==> config.mk <==
export PLATFORM = sky130hd
export DESIGN_NAME = secure_port_receiver
export DESIGN_NICKNAME = d
export VERILOG_FILES = /design/src/rtl/secure_port_receiver.sv
export SDC_FILE = /design/constraint.sdc
export NUM_CORES = 1
export LEC_CHECK = 0
export ABC_AREA = 1
export BUFFER_PORTS_ARGS = -buffer_cell sky130_fd_sc_hd__buf_4
export CORE_ASPECT_RATIO = 1.25
export CORE_UTILIZATION = 61
export DETAILED_ROUTE_END_ITERATION = 10
export GPL_TIMING_DRIVEN = 0
export PLACE_DENSITY = 0.93
export SYNTH_ARGS = -nofsm -noshare
export SYNTH_HDL_FRONTEND = slang
export SYNTH_SLANG_ARGS = --single-unit
export TNS_END_PERCENT = 10
==> constraint.sdc <==
create_clock -name clk -period 3.9 [get_ports clk]
set_clock_uncertainty 0.1 [all_clocks]
set_input_delay 0 -clock clk [delete_from_list [all_inputs] [get_ports clk]]
set_output_delay 0 -clock clk [all_outputs]
set_load 0.05 [all_outputs]
==> src/rtl/secure_port_receiver.sv <==
// secure_port_receiver: Hamming(7,4) single-error-correcting receiver with a two-stage pipeline and a credit-controlled FWFT FIFO
`timescale 1ns/1ps
module secure_port_receiver #(
  parameter int FIFO_DEPTH = 4,
  parameter int CNT_W      = 8
) (
  input  logic             clk,
  input  logic             rst_n,
  input  logic [0:6]       code_in,
  input  logic             code_valid,
  output logic             code_ready,
  output logic [0:3]       data_out,
  output logic             data_valid,
  input  logic             rd_en,
  output logic [CNT_W-1:0] corr_count,
  output logic [2:0]       last_syndrome
);
  localparam int PW = $clog2(FIFO_DEPTH);
  logic [0:6]    s1_code;
  logic [2:0]    s1_syn;
  logic          s1_v;
  logic [0:3]    s2_data;
  logic          s2_v;
  logic [0:3]    mem [FIFO_DEPTH];
  logic [PW-1:0] wr_ptr, rd_ptr;
  logic [PW:0]   fifo_count;
  logic          up;
  logic [2:0]    syn;
  logic [0:6]    fixed;
  logic [PW+1:0] used;
  logic          take, pop;
  // syndrome of the incoming word and bit-flip correction of the stage-1 word
  always_comb begin
    syn[0] = code_in[0] ^ code_in[2] ^ code_in[4] ^ code_in[6];
    syn[1] = code_in[1] ^ code_in[2] ^ code_in[5] ^ code_in[6];
    syn[2] = code_in[3] ^ code_in[4] ^ code_in[5] ^ code_in[6];
    for (int i = 0; i < 7; i++) fixed[i] = s1_code[i] ^ (s1_syn == 3'(i + 1));
  end
  // credits cover every word already inside the block, so the pipeline never stalls
  assign used       = (PW+2)'(fifo_count) + (PW+2)'(s1_v) + (PW+2)'(s2_v);
  assign code_ready = up && (used < (PW+2)'(FIFO_DEPTH));
  assign take       = code_valid && code_ready;
  assign data_valid = fifo_count != '0;
  assign pop        = rd_en && data_valid;
  assign data_out   = data_valid ? mem[rd_ptr] : 4'b0000;
  // holds code_ready low until the first edge after reset release
  always_ff @(posedge clk or negedge rst_n)
    if (!rst_n) up <= 1'b0;
    else up <= 1'b1;
  // stage 1: capture the accepted word and its syndrome
  always_ff @(posedge clk or negedge rst_n)
    if (!rst_n) begin
      s1_v    <= 1'b0;
      s1_code <= '0;
      s1_syn  <= '0;
    end else begin
      s1_v <= take;
      if (take) begin
        s1_code <= code_in;
        s1_syn  <= syn;
      end
    end
  // stage 2: corrected nibble, syndrome report and saturating correction count
  always_ff @(posedge clk or negedge rst_n)
    if (!rst_n) begin
      s2_v          <= 1'b0;
      s2_data       <= '0;
      last_syndrome <= '0;
      corr_count    <= '0;
    end else begin
      s2_v <= s1_v;
      if (s1_v) begin
        s2_data       <= {fixed[2], fixed[4], fixed[5], fixed[6]};
        last_syndrome <= s1_syn;
        if (s1_syn != 3'd0 && corr_count != '1) corr_count <= corr_count + CNT_W'(1);
      end
    end
  // FIFO pointers wrap naturally because the depth is a power of two
  always_ff @(posedge clk or negedge rst_n)
    if (!rst_n) begin
      wr_ptr     <= '0;
      rd_ptr     <= '0;
      fifo_count <= '0;
    end else begin
      if (s2_v) wr_ptr <= wr_ptr + PW'(1);
      if (pop) rd_ptr <= rd_ptr + PW'(1);
      fifo_count <= fifo_count + (PW+1)'(s2_v) - (PW+1)'(pop);
    end
  // FIFO storage; contents are masked by data_valid so no reset is needed
  always_ff @(posedge clk)
    if (s2_v) mem[wr_ptr] <= s2_data;
endmodule

# After elaboration in Yosys (flattened, before gate mapping)
# Memories as Yosys holds them, arrays and structs flattened.
# Index checks and enable logic that the tools add are counted.
# W data, S select, Z words.
dict set report totals {
  out_inout_bits 17
  ramBits 16
  ff_bits 33
  word_cells 48
  mem_count 1
  inputBits 11
}
# name depth width rd rd_clocked_by_memory_dff wr line_no
set mem_list {}
lappend mem_list {mem 4 4 1 0 1 24} ;# logic [0:3] mem [FIFO_DEPTH];
dict set report classes {
  order_cmp 1
  n_bitwise 13
  addsub 7
  reduce_logical 7
  n_mux 3
  n_eq_ne 5
}
# cell count
set ops {}
lappend ops {{$xor A1 B1 Y1} 13}
lappend ops {{$eq A3 B3 Y1 const B} 3}
lappend ops {{$add A8 B1 Y8 const B} 1}
lappend ops {{$ne A8 B8 Y1 const B} 1}
lappend ops {{$reduce_bool A3 Y1} 2}
lappend ops {{$add A2 B1 Y2 const B} 2}
lappend ops {{$add A3 B1 Y4} 1}
lappend ops {{$add A4 B1 Y4} 1}
lappend ops {{$logic_and A1 B1 Y1} 4}
lappend ops {{$lt A4 B3 Y1 const B} 1}
lappend ops {{$mux W4} 1}
lappend ops {{$add A3 B1 Y3} 1}
lappend ops {{$eq A3 B2 Y1 const B} 1}
lappend ops {{$sub A3 B1 Y3} 1}
lappend ops {{$mux W1} 2}
lappend ops {{$reduce_and A2 Y1} 1}

# Longest topological paths before layout
# Gate-level depths: netlist (run 1).
dict set report logic_depth {
  word_depth 5
  depth_mapped 10
}

# Least setup slack after synthesis (run 1)
# Ideal clock, no wire load.
dict set report synth_path {
  path_kind {reg2reg}
  from {reg fifo_count[1]}
  to {reg fifo_count[2]}
  setup_time_ns 0.122
  path_stages_with_launch 11
  slack_ns 1.627
  arrival_ns 2.051
  cell_sequence {dfrtp_1 nor2_1 nand2_1 nand2_1 inv_1 ha_1 inv_1 ha_1 inv_1 fa_1 xor2_1}
}
dict set report synth_via {
  elab_chain_cells 3
  word_cells_on_any_way 4
  classes_between {add/sub (2); reduce/logical (2)}
}
# element line_no
set synth_lines {}
lappend synth_lines {{start: declaration} 26} ;# logic [PW:0] fifo_count;
lappend synth_lines {{start signal: assignment} 87} ;# fifo_count <= fifo_count + (PW+1)'(s2_v) - (PW+1)'(pop);
lappend synth_lines {{$reduce_bool A3 Y1} 43} ;# assign data_valid = fifo_count != '0;
lappend synth_lines {{named net data_valid} 13} ;# output logic data_valid,
lappend synth_lines {{$logic_and A1 B1 Y1} 44} ;# assign pop = rd_en && data_valid;
lappend synth_lines {{named net pop} 31} ;# logic take, pop;
lappend synth_lines {{$sub A3 B1 Y3} 87}
# The timed path passes the listed nets, and every way through them passes these cells.
# A chain may end at the register's enable or synchronous reset.

# Worst setup path in the final report (run 1)
dict set report layout_path {
  from {reg s2_v}
  to {reg s1_code[2] (netlist name)}
}
dict set report layout_via {
  elab_chain_cells 4
}
# element line_no
set layout_lines {}
lappend layout_lines {{start: declaration} 23} ;# logic s2_v;
lappend layout_lines {{start signal: assignment} 71} ;# s2_v <= s1_v;
lappend layout_lines {{$add A4 B1 Y4} 40} ;# assign used = (PW+2)'(fifo_count) + (PW+2)'(s1_v) + (PW+2)'(s2_v);
lappend layout_lines {{$lt A4 B3 Y1} 41} ;# assign code_ready = up && (used < (PW+2)'(FIFO_DEPTH));
lappend layout_lines {{$logic_and A1 B1 Y1} 41}
lappend layout_lines {{$logic_and A1 B1 Y1} 42} ;# assign take = code_valid && code_ready;
lappend layout_lines {{end signal: assignment} 59} ;# s1_code <= code_in;
lappend layout_lines {{end: declaration} 19} ;# logic [0:6] s1_code;
# Every way passes these cells.

==> results.cfg, run 1 <==
[logic_synthesis]
yosysWarnings = 0
ys_seq_area_share_pct = 56.3
synth_area_um2 = 2280
synth_seq_cells = 48
avgSynthCellArea_um2 = 9.44
synth_fp_nets = 262
ys_types = 21
synthCells = 241

[sta]
fin_crit_sh_pct = 56.4
setup-tns-final_ns = 0
layout_min_cycle_time_ns = 2.20
clock.fmax_ghz = 0.455
slew_viol_final = 0
fin_ws_ns = 1.70
rsz0062_at_grt = false
finalSetupViolCount = 0
fin_hold_ws_ns = 0.0167
final-hold-violation-count = 0

[floorplan]
ios = 28
core_um2 = 3510
die_w_um = 56.6
rows = 24
die_area_um2 = 3980
die_h_um = 70.3
start_util_pct = 64.8

[worst_setup_path]
crit_family = simple AND/OR/NAND/NOR gates
cp_slowest_cell = dlygate4sd3_1
start_kind = register
crit_chain = ha_1 -> nand2_1 -> nand2_1 -> nand2_1 -> nand2_1 -> inv_1 -> nor2_2 -> nand3_1 -> dlygate4sd3_1 -> nand2_1
crit_path_frequent_cell = nand2_1
worst_path_largest_cell_delay_ns = 0.58
path_buf_inv = 2
cp.arrival_ns = 2.35
cp-end-kind = register
crit_type = reg -> reg
crit_path_max_fanout = 8
critPathRequiredTime_ns = 4.05
r2r_slack_ns = 1.70

[final_layout]
antenna_cells = 0
fillers = 245
syn2layout_area_growth_pct = 19.1
layout-drive-gt1-share_pct = 12.6
fin_nets = 306
layout_common_cells = 57 x nand2_1, 32 x dfrtp_1, 28 x nor2_1, 28 x inv_1, 26 x buf_4
mostFrequentLayoutCell = nand2_1

[route]
wirelength_mm = 4.12
vias = 1693
avgRoutedWirePerCell_um = 12.7
vias_per_cell = 5.21
drt_iter0_markers = 102
drc = 0
first_pass_iters = 4
final_antenna_net_count = 0

[min_path]
hp-class = in -> reg

[placed_design]
io_buffers = 26
pre_cts_slack_ns = 1.79
hpwl_mm = 2.86
gp_congestion = 0.828

[grt]
grt_pass1_vias = 1682
grt_usage_pct = 24.2
grt_max_degree = 33
globalRoute.totalOverflow = 0
grt_pass1_wl_mm = 7.21
antenna_found_initial = 0

[cts]
htree_levels = 2
clk_latency_ns = 0.30
clk_path_buf_depth = 2
cts_buffers = 5
cts-root-buf = clkbuf_8
clk_pin_slew_ns = 0.08
clock_sinks = 48
cts_tree = done

[flow_run]
drv_cap = 0

[pwr]
p_leak_uw = 0.00133
ir_drop_v = 0.000735
total_power_uw = 1980
powerDensity_nw_per_um2 = 731

[status]
status = finished clean
## layer usage
| metal | up-vias | wire [µm] | global-route usage [%] | part of all wire, % |
|---|---|---|---|---|
| li1 | 849 | - | - | - |
| met1 | 798 | 1630 | 25.6 | 40 |
| met2 | 38 | 2240 | 44.2 | 54 |
| met3 | 8 | 157 | 6.30 | 3.8 |
| met4 | 0 | 95 | 10.6 | 2.3 |
| met5 | - | 0 | 0 | 0 |
## timing repair
item                      4_1_cts  5_1_grt
hold endpoints to repair       40        0
gates resized for setup         0        0
buffers inserted                0        0
hold buffers                   11        0
## final timing paths
check | endpoint | start | depth (start not counted)
max in group asynchronous | fifo_count[2] | rst_n | 2
min in group asynchronous | corr_count[5] | rst_n | 2
worst max register to register | s1_code[2] | s2_v | 10
worst min-delay path | s1_syn[2] | code_in[3] | 6
worst min register to register | s2_v | s1_v | 0
worst max-delay path | s1_code[2] | s2_v | 10
## registers in the layout, summed over array words and instances (netlist names), 2 cells and up
signal / cells
corr_count: 8
s1_code: 4
s2_data: 4
fifo_count: 3
wr_ptr: 2
rd_ptr: 2
s1_syn: 3
last_syndrome: 3
mem: 16
## through the flow
| step | std cells | instance area, µm² | utilization [%] |
|---|---|---|---|
| final | 325 | 2710 | 77.2 |
| after global routing | 325 | 2710 | 77.2 |
| after CTS | 325 | 2710 | 77.2 |
| after detailed placement | 306 | 2520 | 71.7 |
| after global placement | 306 | 2520 | 71.7 |
| after floorplan | 241 | 2280 | - |
## worst min-delay path, delay by kind of cell
kind | cells | cell delay, ns
buf+inv | 1 | 0.08
simple gates | 4 | 0.24
xor+xnor | 1 | 0.06
## cell usage after synthesis
master | count | area share (%)
a21boi_0 | 1 | 0.33
a21oi_1 | 4 | 0.88
a31oi_1 | 1 | 0.28
buf_2 | 2 | 0.44
buf_6 | 1 | 0.49
clkbuf_1 | 2 | 0.33
conb_1 | 1 | 0.16
dfrtp_1 | 32 | 35
edfxtp_1 | 16 | 21
fa_1 | 1 | 0.88
ha_1 | 9 | 4.9
inv_1 | 28 | 4.6
nand2_1 | 57 | 9.4
nand3_1 | 15 | 3.3
nand4_1 | 3 | 0.82
nor2_1 | 28 | 4.6
nor2_2 | 1 | 0.28
o21ai_0 | 18 | 4.0
or2_0 | 1 | 0.28
xnor2_1 | 13 | 5.0
xor2_1 | 7 | 2.7
## where the power goes
| part | switching, µW | total (µW) | internal (µW) |
|---|---|---|---|
| combinational | 579 | 879 | 300 |
| sequential | 138 | 824 | 686 |
| clock | 154 | 279 | 126 |
## area by class of cell
| class | instances | area [µm²] | share of cell area (%) |
|---|---|---|---|
| flip-flops and latches | 48 | 1280 | 47.3 |
| multi-input cells | 160 | 861 | 31.7 |
| repair buffers | 37 | 305 | 11.3 |
| inverters | 28 | 105 | 3.88 |
| clock buffers | 7 | 76.3 | 2.81 |
| well taps | 39 | 48.8 | 1.80 |
| plain buffers | 5 | 28.8 | 1.06 |
| clock inverters | 1 | 5.00 | 0.185 |
## cell families after synthesis
group	share of synthesized area (%)
simple gates	18.7
flops	56.3
buf+inv	5.88
compound gates	5.44
xor+xnor	7.70
fa+ha+maj	5.83
other cells	0.165
Note: power is estimated with default switching activity, not from simulation.
==> run 2: changes to the inputs <==
--- a/config.mk
+++ b/config.mk
@@ -5,13 +5,13 @@
 export SDC_FILE = /design/constraint.sdc
 export NUM_CORES = 1
 export LEC_CHECK = 0
-export ABC_AREA = 1
+export ABC_AREA = 0
 export BUFFER_PORTS_ARGS = -buffer_cell sky130_fd_sc_hd__buf_4
 export CORE_ASPECT_RATIO = 1.25
-export CORE_UTILIZATION = 61
+export CORE_UTILIZATION = 51
 export DETAILED_ROUTE_END_ITERATION = 10
 export GPL_TIMING_DRIVEN = 0
-export PLACE_DENSITY = 0.93
+export PLACE_DENSITY = 0.85
 export SYNTH_ARGS = -nofsm -noshare
 export SYNTH_HDL_FRONTEND = slang
 export SYNTH_SLANG_ARGS = --single-unit
==> constraint.sdc (replaced) <==
create_clock -name clk -period 1.9 [get_ports clk]
set_clock_uncertainty 0.1 [all_clocks]
set_input_delay 0 -clock clk [delete_from_list [all_inputs] [get_ports clk]]
set_output_delay 0 -clock clk [all_outputs]
set_load 0.05 [all_outputs]
==> results.cfg, run 2 <==
[logic_synthesis]
synth.largest_area_cell = dfrtp_1
synth_commonest_cells = 32 x dfrtp_1, 16 x edfxtp_1, 12 x mux2_2, 12 x nand2_1, 11 x xnor2_1
synth.most_common_cell = dfrtp_1
async_flop_share_pct = 66.7
synthCells = 159
yosysWarnings = 0
synth_area_leaders = dfrtp_1 37%, edfxtp_1 22%, mux2_2 6.2%
yosysTopAreaCellShare_pct = 37.0
ys_seq_area_share_pct = 59.2
ys_types = 32
synth_seq_cells = 48
avgSynthCellArea_um2 = 13.6
synth_area_um2 = 2160
synth_fp_nets = 180
synthFlopType = dfrtp_1
synth_edf_count = 16

[final_layout]
syn2layout_area_growth_pct = 24.9
fin_nets = 227
antenna_cells = 0
seq_area_um2 = 1280
reg_top3 = mem x16, corr_count x8
largest_reg_flops = 16
fin_area_um2 = 2700
mostFrequentLayoutCell = buf_4
layout-drive-gt1-share_pct = 33.3
fillers = 303
layout_common_cells = 32 x buf_4, 30 x dfrtp_1, 16 x edfxtp_1
regMostFlops = mem
multiInputGateArea_um2 = 907

[floorplan]
ios = 28
start_util_pct = 53.2
core_um2 = 4070
die_area_um2 = 4510
die_h_um = 74.8
die_w_um = 60.3
rows = 26

[pwr]
p_seq_share_pct = 40.7
ir_drop_v = 0.000916
clkPwrFrac_pct = 13.3
p_int_uw = 2570
swShare_pct = 40.6
p_leak_uw = 0.00114
p_switching_uw = 1750
combPwrFrac_pct = 46.0
total_power_uw = 4320
powerDensity_nw_per_um2 = 1600

[cts]
cts-root-buf = clkbuf_8
clk_pin_slew_ns = 0.08
clock_sinks = 48
htree_levels = 2
clk_latency_ns = 0.30
cts_buffers = 5
cts_tree = done
clk_path_buf_depth = 2

[sta]
finalSetupViolCount = 10
clock.fmax_ghz = 0.471
slew_viol_final = 0
rsz0062_at_grt = true
fin_crit_sh_pct = 112
fin_hold_ws_ns = 0.0394
layout_min_cycle_time_ns = 2.13
fin_ws_ns = -0.225
final-hold-violation-count = 0

[route]
drc = 0
avgRoutedWirePerCell_um = 14.3
first_pass_iters = 4
vias = 1366
vias_per_cell = 5.19
wirelength_mm = 3.76
final_antenna_net_count = 0
drt_iter0_markers = 34

[worst_setup_path]
cp.arrival_ns = 2.23
crit_path_max_fanout = 3
start_kind = register
critPathRequiredTime_ns = 2.00
cp_slowest_cell = fa_2
crit_chain = or3_4 -> and2_4 -> ha_4 -> inv_2 -> ha_4 -> inv_2 -> fa_2 -> inv_2
crit_type = reg -> reg
worst_path_largest_cell_delay_ns = 0.52
crit_path_frequent_cell = inv_2
cp-end-kind = register

[placed_design]
gp_congestion = 0.739
placed_area_um2 = 2470
io_buffers = 27
hpwl_mm = 2.55

[status]
failed_checks = negative setup slack
status = finished, violations left

[grt]
antenna_found_initial = 0
globalRoute.totalOverflow = 0
grt_pass1_wl_mm = 6.07
grt_pass1_vias = 1335
grt_max_degree = 33
grt_usage_pct = 19.0

[flow_run]
drv_cap = 0

[min_path]
hp-class = in -> reg
-- run 2: cell count changes in the layout (fill, tap and decap cells not counted), moves of 8 or more --
cell and change:
o21ai_0 -17, nand2_1 -45, mux2_2 +8, nor2_1 -20
inv_1 -25, nand3_1 -13, and2_1 +9
-- run 2: power by group through the flow --
stage	clock network, µW	logic, µW	registers [µW]
2_1_floorplan	0	1090	1980
3_3_place_gp	0	1720	1760
3_5_place_dp	0	1800	1800
4_1_cts	600	1930	1760
5_1_grt	634	2150	1810
6_report	577	1990	1760
-- run 2: repair_timing --
action,in CTS,in global routing
hold buffers,7,0
pin swaps,3,4
endpoints found under the setup margin,14,12
setup buffers,4,2
endpoints found under the hold margin,38,0
gates resized for setup,4,6
-- run 2: area by class of cell --
type / instances / share of cell area [%]
Clock inverter: 1 / 0.185
Timing Repair Buffer: 40 / 12.2
Buffer: 2 / 0.324
Multi-Input combinational cell: 103 / 33.5
Sequential cell: 48 / 47.5
Tap cell: 56 / 2.59
Inverter: 6 / 0.833
Clock buffer: 7 / 2.82
-- run 2: layer usage --
| metal | vias up | GRT usage, % | share of wire [%] |
|---|---|---|---|
| li1 | 641 | - | - |
| met1 | 682 | 21.1 | 38 |
| met2 | 35 | 32.5 | 56 |
| met3 | 8 | 3.26 | 3.1 |
| met4 | 0 | 13.7 | 2.5 |
| met5 | - | 0 | 0 |
-- run 2: kinds of logic (layout without fill, tap and decap cells) --
| logic type | count (synthesis) | in the layout | synth area share [%] |
|---|---|---|---|
| other | 1 | 1 | 0.173 |
| adder cells (fa/ha/maj) | 10 | 10 | 6.13 |
| multiplexers | 16 | 16 | 10.4 |
| flip-flops | 48 | 48 | 59.2 |
| buffers and inverters | 8 | 56 | 1.39 |
| XOR/XNOR | 20 | 20 | 8.09 |
| AO/OA/AOI/OAI | 14 | 14 | 4.34 |
| AND/OR/NAND/NOR | 42 | 42 | 10.3 |
-- run 2: final timing paths --
path                            endpoint          start  slack [ns]  cells after the start
max                        fifo_count[1]  fifo_count[1]       -0.23                      8
min                            s1_syn[1]     code_in[1]        0.04                      4
max reg2reg                fifo_count[1]  fifo_count[1]       -0.23                      8
min reg2reg                         s2_v           s1_v        0.42                      0
max in group asynchronous           s2_v          rst_n        1.32                      2
min in group asynchronous  fifo_count[0]          rst_n        0.07                      2
-- run 2: through the flow --
step	utilization, %	setup WS, ns	instances	TNS [ns]
after floorplan	-	-0.293	159	-1.54
after detailed placement	60.8	-0.267	242	-2.21
after CTS	65.4	-0.230	261	-1.99
after global placement	60.8	-0.229	242	-1.91
final	66.5	-0.225	263	-1.88
after global routing	66.5	-0.285	263	-2.52
-- run 2: worst max-delay path: cells and delay by family, from the launching register on --
family,cells,cell delay [ns]
simple gates,2,0.55
flops,1,0.41
fa+ha+maj,3,0.84
buf+inv,3,0.12
